**src/rtl/ps2_pkg.sv**
```systemverilog
// Shared definitions for the PS/2 receive and transmit paths.
package ps2_pkg;

    typedef enum logic [1:0] {
        ST_IDLE  = 2'd0,
        ST_RECV  = 2'd1,
        ST_CHECK = 2'd2
    } ps2_rx_state_t;

    localparam int         PS2_FRAME_BITS = 11;
    localparam logic [7:0] PS2_PREFIX_EXT = 8'hE0;
    localparam logic [7:0] PS2_PREFIX_BRK = 8'hF0;

    // PS/2 uses odd parity: data bits plus parity bit hold an odd number of ones.
    function automatic logic odd_parity_ok(input logic [8:0] data_par);
        return ^data_par;
    endfunction

endpackage

```
**src/rtl/ps2_line_filter.sv**
```systemverilog
// Synchronizer, saturating glitch filter and falling-edge detector for one PS/2 line.
module ps2_line_filter
    import ps2_pkg::*;
#(
    parameter int FILTER_LEN = 4
) (
    input  logic clk,
    input  logic rst_n,
    input  logic line_in,
    output logic fall
);

    logic       sync_1;
    logic       sync_2;
    logic       filt;
    logic [3:0] cnt;

    // Two-flop synchronizer; idle PS/2 lines are high, so reset there.
    always_ff @(posedge clk or negedge rst_n) begin
        if (!rst_n) begin
            sync_1 <= 1'b1;
            sync_2 <= 1'b1;
        end else begin
            sync_1 <= line_in;
            sync_2 <= sync_1;
        end
    end

    // Filtered level flips only after FILTER_LEN consecutive disagreeing samples;
    // fall pulses in the same cycle the filtered level goes 1 -> 0.
    always_ff @(posedge clk or negedge rst_n) begin
        if (!rst_n) begin
            filt <= 1'b1;
            cnt  <= '0;
            fall <= 1'b0;
        end else begin
            fall <= 1'b0;
            if (sync_2 != filt) begin
                if (cnt == 4'(FILTER_LEN - 1)) begin
                    filt <= sync_2;
                    cnt  <= '0;
                    fall <= filt;
                end else begin
                    cnt <= cnt + 4'd1;
                end
            end else begin
                cnt <= '0;
            end
        end
    end

endmodule

```
**src/rtl/ps2_key_receiver.sv**
```systemverilog
// PS/2 device-to-host receiver: frame deframing, parity/stop checks, E0/F0 key folding.
module ps2_key_receiver
    import ps2_pkg::*;
#(
    parameter int FILTER_LEN     = 4,
    parameter int TIMEOUT_CYCLES = 20000
) (
    input  logic       clk,
    input  logic       rst_n,
    input  logic       ena,
    input  logic       ps2_clk_in,
    input  logic       ps2_data_in,
    output logic [7:0] byte_o,
    output logic       byte_valid_o,
    output logic       parity_err_o,
    output logic       frame_err_o,
    output logic       timeout_err_o,
    output logic [7:0] key_code_o,
    output logic       key_ext_o,
    output logic       key_release_o,
    output logic       key_valid_o,
    output logic       busy_o
);

    localparam int TW = $clog2(TIMEOUT_CYCLES + 1);

    logic          tick;
    logic          data_s1;
    logic          data_s2;
    ps2_rx_state_t state, state_n;
    logic [3:0]    bit_cnt, bit_cnt_n;
    logic [10:0]   shift, shift_n;
    logic [TW-1:0] tmo, tmo_n;
    logic [7:0]    byte_n;
    logic          bv_n, pe_n, fe_n, to_n;
    logic          ext, brk;

    ps2_line_filter #(.FILTER_LEN(FILTER_LEN)) u_clk_filter (
        .clk     (clk),
        .rst_n   (rst_n),
        .line_in (ps2_clk_in),
        .fall    (tick)
    );

    // Data line only needs synchronizing; it is sampled on clock ticks.
    always_ff @(posedge clk or negedge rst_n) begin
        if (!rst_n) begin
            data_s1 <= 1'b1;
            data_s2 <= 1'b1;
        end else begin
            data_s1 <= ps2_data_in;
            data_s2 <= data_s1;
        end
    end

    // Frame FSM next-state and datapath; tmo counts cycles since the last tick.
    always_comb begin
        state_n   = state;
        bit_cnt_n = bit_cnt;
        shift_n   = shift;
        tmo_n     = tmo;
        byte_n    = byte_o;
        bv_n      = 1'b0;
        pe_n      = 1'b0;
        fe_n      = 1'b0;
        to_n      = 1'b0;
        if (!ena) begin
            state_n   = ST_IDLE;
            bit_cnt_n = '0;
            tmo_n     = '0;
        end else begin
            case (state)
                ST_IDLE: begin
                    if (tick && !data_s2) begin
                        shift_n   = {data_s2, shift[10:1]};
                        bit_cnt_n = 4'd1;
                        tmo_n     = TW'(1);
                        state_n   = ST_RECV;
                    end
                end
                ST_RECV: begin
                    if (tick) begin
                        shift_n   = {data_s2, shift[10:1]};
                        bit_cnt_n = bit_cnt + 4'd1;
                        tmo_n     = TW'(1);
                        if (bit_cnt == 4'(PS2_FRAME_BITS - 1))
                            state_n = ST_CHECK;
                    end else if (tmo == TW'(TIMEOUT_CYCLES - 1)) begin
                        to_n      = 1'b1;
                        state_n   = ST_IDLE;
                        bit_cnt_n = '0;
                        tmo_n     = '0;
                    end else begin
                        tmo_n = tmo + 1'b1;
                    end
                end
                ST_CHECK: begin
                    state_n   = ST_IDLE;
                    bit_cnt_n = '0;
                    tmo_n     = '0;
                    // shift: [0] start, [8:1] data, [9] parity, [10] stop
                    if (shift[0] || !shift[10]) begin
                        fe_n = 1'b1;
                    end else if (!odd_parity_ok(shift[9:1])) begin
                        pe_n = 1'b1;
                    end else begin
                        bv_n   = 1'b1;
                        byte_n = shift[8:1];
                    end
                end
                default: state_n = ST_IDLE;
            endcase
        end
    end

    // FSM state register.
    always_ff @(posedge clk or negedge rst_n) begin
        if (!rst_n) state <= ST_IDLE;
        else        state <= state_n;
    end

    // Frame datapath and registered result pulses.
    always_ff @(posedge clk or negedge rst_n) begin
        if (!rst_n) begin
            bit_cnt       <= '0;
            shift         <= '0;
            tmo           <= '0;
            byte_o        <= '0;
            byte_valid_o  <= 1'b0;
            parity_err_o  <= 1'b0;
            frame_err_o   <= 1'b0;
            timeout_err_o <= 1'b0;
        end else begin
            bit_cnt       <= bit_cnt_n;
            shift         <= shift_n;
            tmo           <= tmo_n;
            byte_o        <= byte_n;
            byte_valid_o  <= bv_n;
            parity_err_o  <= pe_n;
            frame_err_o   <= fe_n;
            timeout_err_o <= to_n;
        end
    end

    // Key decoder: prefixes accumulate until a plain code closes the event.
    always_ff @(posedge clk or negedge rst_n) begin
        if (!rst_n) begin
            ext           <= 1'b0;
            brk           <= 1'b0;
            key_code_o    <= '0;
            key_ext_o     <= 1'b0;
            key_release_o <= 1'b0;
            key_valid_o   <= 1'b0;
        end else begin
            key_valid_o <= 1'b0;
            if (!ena) begin
                ext <= 1'b0;
                brk <= 1'b0;
            end else if (byte_valid_o) begin
                if (byte_o == PS2_PREFIX_EXT) begin
                    ext <= 1'b1;
                end else if (byte_o == PS2_PREFIX_BRK) begin
                    brk <= 1'b1;
                end else begin
                    key_code_o    <= byte_o;
                    key_ext_o     <= ext;
                    key_release_o <= brk;
                    key_valid_o   <= 1'b1;
                    ext           <= 1'b0;
                    brk           <= 1'b0;
                end
            end else if (parity_err_o || frame_err_o || timeout_err_o) begin
                ext <= 1'b0;
                brk <= 1'b0;
            end
        end
    end

    assign busy_o = (state != ST_IDLE);

endmodule
```
**config.mk**
```make
export PLATFORM = sky130hd
export DESIGN_NAME = ps2_key_receiver
export DESIGN_NICKNAME = d
export VERILOG_FILES = /design/src/rtl/ps2_pkg.sv /design/src/rtl/ps2_line_filter.sv /design/src/rtl/ps2_key_receiver.sv
export SDC_FILE = /design/constraint.sdc
export NUM_CORES = 1
export LEC_CHECK = 0
export CAP_MARGIN = 20
export CORE_AREA = 2 2 92 94
export CTS_CLUSTER_DIAMETER = 80
export CTS_CLUSTER_SIZE = 16
export DETAILED_ROUTE_END_ITERATION = 6
export DIE_AREA = 0 0 94 96
export SLEW_MARGIN = 0
export SYNTH_ARGS = -nofsm -noshare
export SYNTH_HDL_FRONTEND = slang
export SYNTH_SLANG_ARGS = --single-unit
```
**constraint.sdc**
```tcl
create_clock -name clk -period 2.51 [get_ports clk]
set_input_delay 0.251 -clock clk [delete_from_list [all_inputs] [get_ports clk]]
set_output_delay 0.251 -clock clk [all_outputs]
set_load 0.01 [all_outputs]
```
==> impl_results.md <==
* Slowest CP cell: or4bb_4
* Sequential cell fraction of total power at 45.4%
* Total placed instance area at 3530 um^2
* Clock power frac at 41.3%
* Hold Crit Endpoint: u_clk_filter.sync_1
* Max-Cap Viols at 0
* Clock buffer depth at 2
* Startpoint types: register
* Setup crit end kind: register
* Number of stages on the worst hold path at 1
* Final wirelength at 6.13 mm
* Starting density of the core at 38.6%
* Layout Skew at 0.0107 ns
* CTS tree: yes
* DIE AREA at 9020 um^2
* Row count at 33
* Pwr/cell area at 691 nW/um^2
* Finished Cell Area at 3780 um^2
* WS Path Type: register to register
* Clock slew at reported path FFs at 0.08 ns
* Via count at 2,196
* Fin Setup TNS at 0 ns
* Commonest non-fill, non-tap cell in the layout: dfrtp_1
* Detail Route Antenna Nets at 0
* 1st-pass router iterations at 4
* HPWL Detailed at 4.24 mm
* # DRC at 0
* Worst-Margin Slew at 0.589 ns
* GR Util All Layers at 14.8%
* Status: completed
* Commonest cells after routing, fill and taps aside: dfrtp_1 (62), mux2_2 (30), clkdlybuf4s50_1 (27)
* Async SR Flop Fraction at 100%
* DIE HEIGHT at 96 um
* CTS Buf Count at 9
* Reg2reg start: tmo[7]
* WP data arrival at 2.44 ns
* Reg-to-Reg End: state[1]
* Largest net degree at the start of global routing at 44
* Finished Core Util at 47.0%
* Slew Limit Fails at 0
* Post-route clock period utilization at 87.4%
* Tmin final at 2.19 ns
* Synth top area cells: dfrtp_1 (50%), mux2_2 (11%), dfstp_2 (4.2%)
* N_diodes at 0
* CTS H-tree depth at 3
* Layout Nets at 322
* CP peak stage delay at 0.55 ns
* Worst Slack Setup Final at 0.317 ns
* Slew margin rel. at 60.7%
* Synthesis-stage register bit count at 67
* Routed vias/inst at 5.23
* Most common cell on crit path: a21oi_1
* Area delta synth->final at 21.8%
* Filler cell count at 749
* Number of DRC markers in iteration 0 at 144
* Prevailing post-synth register cell: dfrtp_1
* Sequential area share after synthesis at 54.2%
* Layout cell share with drive strength beyond 1 at 21.0%
* GPL Wtd Cong at 0.836
* Hold_sp: ps2_clk_in
* Clock Sinks at 67
* Root Buffer: clkbuf_8
* Post-Layout Cell Count at 420
* First-pass GRT wire length at 10.3 mm
* Psw at 0.663 mW
* Leakage at 1.71 nW
* Peak supply drop at 0.302 mV
* Core Box Area at 8050 um^2
* Setup Viol. Count Final at 0
* Io pins at 29
* RSZ-0062 raised after global routing: no
* Grt ovf at 0
* Area share of the largest cell type after synthesis at 50.0%
* Post-CTS Repair Setup Buffers at 0
* I/O Buffers at 28
* Maximum clock frequency at 0.456 GHz
* Mean post-synth cell area at 11.4 um^2
* Place WS at 0.328 ns
* Leading area contributor after synthesis: dfrtp_1
* Pint at 1.95 mW
* Comb pwr share at 13.3%
* CP max FO at 9
* WL/cell at 14.6 um
* Post-synth cell types at 44
* Placed insts at 403
* Synthesized cell area at 3100 um^2
* Switching Fraction at 25.4%
* Synth Net Count at 284
* R2R depth at 6
* Hold Path Class: input pin to register
* Clk Latency, worst-skew pair at 0.34 ns
* Die Wd at 94 um
* Final Hold Violating Endpoints at 0
* Synth warnings at 0
* Number of synthesized flops with an enable pin at 0
* Worst path cell trace: or4bb_4 -> nor4_4 -> buf_4 -> o32a_2 -> a21oi_1 -> a21oi_1
* Vias in the first global route at 2,127
* Worst EP required at 2.76 ns
* Antenna violations before repair at 0
* Reg2reg setup slack at 0.32 ns
* Mapped Cells at 272
## metrics by stage
step	hold slack [ns]	total power [mW]
2_1_floorplan	-0.0446	1.43
3_3_place_gp	0.297	1.55
3_5_place_dp	0.291	1.55
4_1_cts	0.300	2.65
5_1_grt	0.294	2.75
6_report	0.313	2.61
## cell type report
type | count | area (um^2) | area share [%]
Sequential cell | 67 | 1680 | 44.5
Multi-Input combinational cell | 190 | 1360 | 35.8
Timing Repair Buffer | 36 | 350 | 9.26
Tap cell | 105 | 131 | 3.47
Clock buffer | 10 | 128 | 3.37
Clock inverter | 6 | 113 | 2.98
Inverter | 6 | 22.5 | 0.595
## power groups by stage
stage               logic (mW)  registers, mW  clock network (mW)
floorplan                0.239           1.19                   0
global placement         0.345           1.20                   0
detailed placement       0.346           1.21                   0
CTS                      0.349           1.18                1.11
global route             0.386           1.19                1.17
finish                   0.346           1.19                1.08
## kinds of logic after synthesis
group           count (synthesis)  share of synthesized area, %
buf+inv                        15                          2.14
fa+ha+maj                       7                          2.82
compound gates                 47                          9.59
flops                          67                          54.2
xor+xnor                        9                          2.98
simple gates                   95                          16.7
mux                            32                          11.5
## state kept, by name, summed over array words and instances (netlist names)
name                 count
tmo                     15
shift                   11
byte_o                   8
key_code_o               8
bit_cnt                  4
u_clk_filter.cnt         4
state                    2
brk                      1
byte_valid_o             1
data_s1                  1
data_s2                  1
ext                      1
frame_err_o              1
key_ext_o                1
key_release_o            1
key_valid_o              1
parity_err_o             1
timeout_err_o            1
u_clk_filter.fall        1
u_clk_filter.filt        1
u_clk_filter.sync_1      1
u_clk_filter.sync_2      1
## layer usage
metal | global-route usage (%) | wire [um] | up-vias
met4 | 7.73 | 158 | 0
met1 | 20.8 | 2960 | 1073
met2 | 21.0 | 2770 | 52
met3 | 3.92 | 236 | 15
met5 | 0 | 0 | -
li1 | - | - | 1056
## critical path: cells and delay by family (launching register included)
family / cells / cell delay, ns
compound gates: 3 / 0.42
buf+inv: 1 / 0.25
flops: 1 / 0.44
simple gates: 2 / 0.99
## timing repair
action,CTS,global route
gates resized for setup,0,0
hold buffers,1,0
hold endpoints to repair,22,0
## synth_stat cells, types with 4 or more instances
cell type,count
nor3_1,7
nand3_1,16
dfrtp_1,62
inv_1,6
a211oi_1,4
o31ai_1,7
clkbuf_1,5
a21oi_1,7
nor3b_1,4
and3_1,5
ha_1,7
nor2_1,18
mux2_2,30
nand2_1,21
o21ai_0,17
xnor2_1,6
dfstp_2,5
nor2b_1,4
## worst max-delay path by stage
| stage | cells after the start | end | slack (ns) | start |
|---|---|---|---|---|
| after floorplan | 6 | tmo[9] | 0.55 | tmo[6] |
| after global placement | 6 | bit_cnt[2] | 0.40 | tmo[7] |
| after detailed placement | 6 | bit_cnt[2] | 0.33 | tmo[7] |
| after CTS | 6 | state[1] | 0.33 | tmo[7] |
| after global routing | 5 | byte_o[6] | 0.20 | shift[3] |
| final | 6 | state[1] | 0.32 | tmo[7] |
Note: power is estimated with default switching activity, not from simulation.
